===== src/rtl/button_event.sv =====
// Turns one debounced button level into press / long-press / auto-repeat / release pulses.
// Optional feature: define BTN_AUTOREPEAT_EN to enable repeat_p pulses while held.
module button_event #(
  parameter int LONG_CYCLES   = 1000,
  parameter int REPEAT_CYCLES = 200,
  parameter int CNT_W         = 16
) (
  input  logic clk,
  input  logic rst,
  input  logic btn,
  output logic press,
  output logic long_press,
  output logic repeat_p,
  output logic release_p,
  output logic held
);

  localparam logic [1:0] IDLE  = 2'd0;
  localparam logic [1:0] PRESS = 2'd1;
  localparam logic [1:0] HOLD  = 2'd2;

  localparam int CNT_MAX_I = (LONG_CYCLES > REPEAT_CYCLES) ? LONG_CYCLES : REPEAT_CYCLES;
  localparam logic [CNT_W-1:0] LONG_C  = CNT_W'(LONG_CYCLES);
  localparam logic [CNT_W-1:0] CNT_MAX = CNT_W'(CNT_MAX_I);
`ifdef BTN_AUTOREPEAT_EN
  localparam logic [CNT_W-1:0] REP_C   = CNT_W'(REPEAT_CYCLES);
`endif

  logic [1:0]       state, state_nx;
  logic [CNT_W-1:0] cnt, cnt_nx;
  logic             btn_q;
  logic             press_nx, long_nx, repeat_nx, release_nx;

  // Release always wins over long-press / repeat in the same cycle.
  always_comb begin
    state_nx   = state;
    cnt_nx     = cnt;
    press_nx   = 1'b0;
    long_nx    = 1'b0;
    repeat_nx  = 1'b0;
    release_nx = 1'b0;
    case (state)
      IDLE: begin
        if (btn && !btn_q) begin
          state_nx = PRESS;
          cnt_nx   = CNT_W'(1);
          press_nx = 1'b1;
        end
      end
      PRESS: begin
        if (!btn) begin
          state_nx   = IDLE;
          cnt_nx     = '0;
          release_nx = 1'b1;
        end else if (cnt == LONG_C) begin
          state_nx = HOLD;
          cnt_nx   = CNT_W'(1);
          long_nx  = 1'b1;
        end else if (cnt != CNT_MAX) begin
          cnt_nx = cnt + CNT_W'(1);
        end
      end
      HOLD: begin
        if (!btn) begin
          state_nx   = IDLE;
          cnt_nx     = '0;
          release_nx = 1'b1;
        end else begin
`ifdef BTN_AUTOREPEAT_EN
          if (cnt == REP_C) begin
            repeat_nx = 1'b1;
            cnt_nx    = CNT_W'(1);
          end else if (cnt != CNT_MAX) begin
            cnt_nx = cnt + CNT_W'(1);
          end
`else
          // Without auto-repeat the counter is frozen until release.
          cnt_nx = cnt;
`endif
        end
      end
      default: begin
        state_nx = IDLE;
        cnt_nx   = '0;
      end
    endcase
  end

  // btn_q resets high so a button already down at reset must be seen released first.
  always_ff @(posedge clk) begin
    if (rst) begin
      state      <= IDLE;
      cnt        <= '0;
      btn_q      <= 1'b1;
      press      <= 1'b0;
      long_press <= 1'b0;
      repeat_p   <= 1'b0;
      release_p  <= 1'b0;
      held       <= 1'b0;
    end else begin
      state      <= state_nx;
      cnt        <= cnt_nx;
      btn_q      <= btn;
      press      <= press_nx;
      long_press <= long_nx;
      repeat_p   <= repeat_nx;
      release_p  <= release_nx;
      held       <= (state_nx != IDLE);
    end
  end

endmodule

===== config.mk =====
export PLATFORM = sky130hd
export DESIGN_NAME = button_event
export DESIGN_NICKNAME = d
export VERILOG_FILES = /design/src/rtl/button_event.sv
export SDC_FILE = /design/constraint.sdc
export NUM_CORES = 1
export LEC_CHECK = 0
export CORE_AREA = 4 4 69 71
export DETAILED_ROUTE_END_ITERATION = 8
export DIE_AREA = 0 0 73 75
export GPL_ROUTABILITY_DRIVEN = 0
export REMOVE_ABC_BUFFERS = 1
export SKIP_LAST_GASP = 1
export SLEW_MARGIN = 20
export SYNTH_ARGS = -nofsm -noshare
export SYNTH_HDL_FRONTEND = slang
export SYNTH_SLANG_ARGS = --single-unit

===== constraint.sdc =====
create_clock -name clk -period 3.8 [get_ports clk]
set_input_delay 0.38 -clock clk [delete_from_list [all_inputs] [get_ports clk]]
set_output_delay 0.38 -clock clk [all_outputs]
set_load 0.05 [all_outputs]

==> results.md <==
* Setup Fix Bufs, Post-CTS at 0
* Fin crit period at 2.14 ns
* CP max stage delay at 0.63 ns
* Remaining antenna violation count at 0
* Hold buffers post-CTS at 0
* Setup tns final at 0 ns
* Largest net degree at the start of global routing at 24
* Yosys synthesis warning count at 0
* Root Driver: clkbuf_8
* CTS tree: built
* CP Launch Point: cnt[5]$_SDFFE_PP0P_
* Slew headroom at 0.357
* Clock sinks at 23
* Max cap viols at 0
* DRC at 0
* Max IR drop VDD at 185 µV
* Register Area at 460 µm²
* Clock network power share at 0.342
* PD cells at 291 nW/µm²
* Slew @ Worst Pin at 0.961 ns
* Cell internal pwr at 0.000329 W
* Synth Instances at 149
* Vias in the first global route at 1146
* Inst Count DP at 198
* Row count at 24
* Initial DRC Count at 41
* Die Span X at 73 µm
* Total grt overflow at 0
* CP Cell Sequence: and4_1, nand4_2, a21oi_2, a311oi_1
* # port buffers at 6
* Total track usage at 0.123
* Synthesized area at 1390 µm²
* RSZ-0062 raised after global routing: no
* Worst r2r dst: cnt[8]$_SDFFE_PP0P_
* Worst skew pair latency at 0.26 ns
* CP max stage cell: a21oi_2
* Post-synth EDFFs at 0
* Critical path type: reg2reg
* Final Cycle Share at 0.563
* Worst R2R Path Depth at 4
* Antenna violations before repair at 0
* Distinct cells, synth at 54
* Routed vias at 1168
* Critical Path Stages at 4
* Critical hold path startpoint: cnt[12]$_SDFFE_PP0P_
* Highest Clock Rate at 467 MHz
* CP Max Fanout at 13
* Hold Fails Final Rpt at 0
* R2R Path Start: cnt[5]$_SDFFE_PP0P_
* Arrival time worst endpoint at 2.25 ns
* Wirelength, routed at 3070 µm
* Final setup fails at 0
* # diodes at 0
* Synth area leader: dfxtp_1
* Initial Util at 0.328
* Status: complete, no violations
* Post-Syn Area per Cell at 9.32 µm²
* Net Sw Power at 0.000108 W
* Synth Register Bits at 23
* Crit path max-delay family: simple AND/OR/NAND/NOR gates
* Core ar. at 4230 µm²
* Drt via density at 5.78
* Asr flop ratio synth at 0
* Net count reported at finish at 160
* Sequential power share at 0.564
* Num CTS Buffers at 3
* Setup Skew at 0.00453 ns
* Area Overhead vs Synth at 8.20%
* Post-synthesis sequential area ratio at 0.332
* DR pass1 iterations at 5
* Crit start category: flip-flop
* Buffers plus inverters on the worst setup path at 0
* Clock-pin slew on the worst setup and hold paths at 0.08 ns
* Die height at 75 µm
* Required @ worst endpoint at 3.91 ns
* Fill cells at 421
* Largest cells by area after synthesis: dfxtp_1, ha_1, nand4_1
* Combinational fraction of design power at 0.094
* Layout cell share with drive strength beyond 1 at 0.107
* Sw Ratio at 0.247
* Yosys top cell area share at 0.332
* Fin cells at 202
* Clk buf depth at 2
* Multi-input gate area at 845 µm²
* Dominant synthesized flop cell: dfxtp_1
* Num ports at 8
* CP endpoint: cnt[8]$_SDFFE_PP0P_
* Post-DP HPWL at 2190 µm
* CTS H-tree lvls at 1
* Final Max Slew Viols at 0
* Detailed-route wire length per cell at 15.2 µm
* R2R Setup Slk at 1.66 ns
* Post-cts resize count at 0
* Worst hold path class: reg2reg
* Die ar. at 5480 µm²
* First-pass GRT wire length at 5330 µm
* Static leakage at 0.473 nW
* Critical Path Sink Type: flip-flop
[power groups by stage]
stage / registers [W] / clock network [W] / logic [W]
floorplan: 0.000255 / 0 / 0.0000226
global placement: 0.000252 / 0 / 0.0000396
detailed placement: 0.000252 / 0 / 0.0000411
CTS: 0.000247 / 0.000157 / 0.0000413
global route: 0.000247 / 0.000167 / 0.0000453
finish: 0.000247 / 0.000150 / 0.0000411
[cells in the mapped netlist, types with 2 or more instances]
cell and n:
buf_4 4, nand4_1 10, dfxtp_1 23, nand2_1 10
ha_1 6, nor2_1 4, a21o_1 2, xor2_1 2
and2_1 3, o2111ai_1 2, nor3_1 7, a21oi_1 3
xnor2_1 3, or3_1 5, a211oi_2 2, or4_1 2
o211ai_1 3, a211oi_1 5, and4_1 4, nand4bb_1 2
clkbuf_1 2, o21ai_0 5, nor2b_1 3, inv_1 7
[layer usage]
metal,wire (µm),vias to the layer above,part of all wire,GRT usage
li1,-,572,-,-
met1,1400,568,0.45,0.152
met2,1520,22,0.49,0.210
met3,103,6,0.034,0.0227
met4,56,0,0.018,0.0512
met5,0,-,0,0
[worst reg2reg max path, stage by stage, from the launching register on]
cell	delay [ns]
dfxtp_1	0.46
and4_1	0.37
nand4_2	0.40
a21oi_2	0.64
a311oi_1	0.11
[how the worst min path moves through the flow]
stage                                      end  slack, ns  cells after the start
after global placement     cnt[1]$_SDFFE_PP0P_       0.51                      2
after CTS                  cnt[1]$_SDFFE_PP0P_       0.54                      2
final                     cnt[12]$_SDFFE_PP0P_       0.55                      2
after detailed placement  cnt[15]$_SDFFE_PP0P_       0.52                      2
after global routing      cnt[12]$_SDFFE_PP0P_       0.57                      2
after floorplan            cnt[0]$_SDFFE_PP0P_       0.45                      1
[stage by stage]
step                      utilization  cell area, µm²  setup slack [ns]  total power [W]  hold WS (ns)
after floorplan                     -            1330              2.00         0.000278         0.446
after global placement          0.344            1460              1.64         0.000292         0.510
after detailed placement        0.344            1460              1.53         0.000293         0.522
after CTS                       0.355            1500              1.66         0.000445         0.542
after global routing            0.355            1500              1.48         0.000459         0.567
final                           0.355            1500              1.66         0.000437         0.549
[flip-flops by register name, summed over array words and instances (netlist names)]
name	cells
cnt	16
long_press	1
held	1
state	2
btn_q	1
press	1
release_p	1
[final cells by class]
class,instances,area share
repair buffers,6,0.0400
clock buffers,3,0.0275
inverters,7,0.0175
well taps,52,0.0433
multi-input cells,110,0.562
clock inverters,1,0.00333
flip-flops and latches,23,0.306
[cells by family after synthesis]
family | after synthesis | share of synthesized area
compound gates | 35 | 0.234
xor+xnor | 5 | 0.0315
fa+ha+maj | 6 | 0.0541
buf+inv | 16 | 0.0604
flops | 23 | 0.332
other cells | 1 | 0.00270
simple gates | 63 | 0.286
[cell usage in the layout, fill, tap and decap left out, types with 2 or more instances in the layout]
cell,n
dfxtp_1,23
nand2_1,10
nand4_1,10
inv_1,7
nor3_1,7
ha_1,6
clkdlybuf4s50_1,6
o21ai_0,5
a211oi_1,5
or3_1,5
and4_1,4
nor2_1,4
and2_1,3
o211ai_1,3
nor2b_1,3
a21oi_1,3
xnor2_1,3
clkbuf_8,3
o2111ai_1,2
nand4bb_1,2
xor2_1,2
a21o_1,2
or4_1,2
a211oi_2,2
Power figures use the tool's default switching activity.
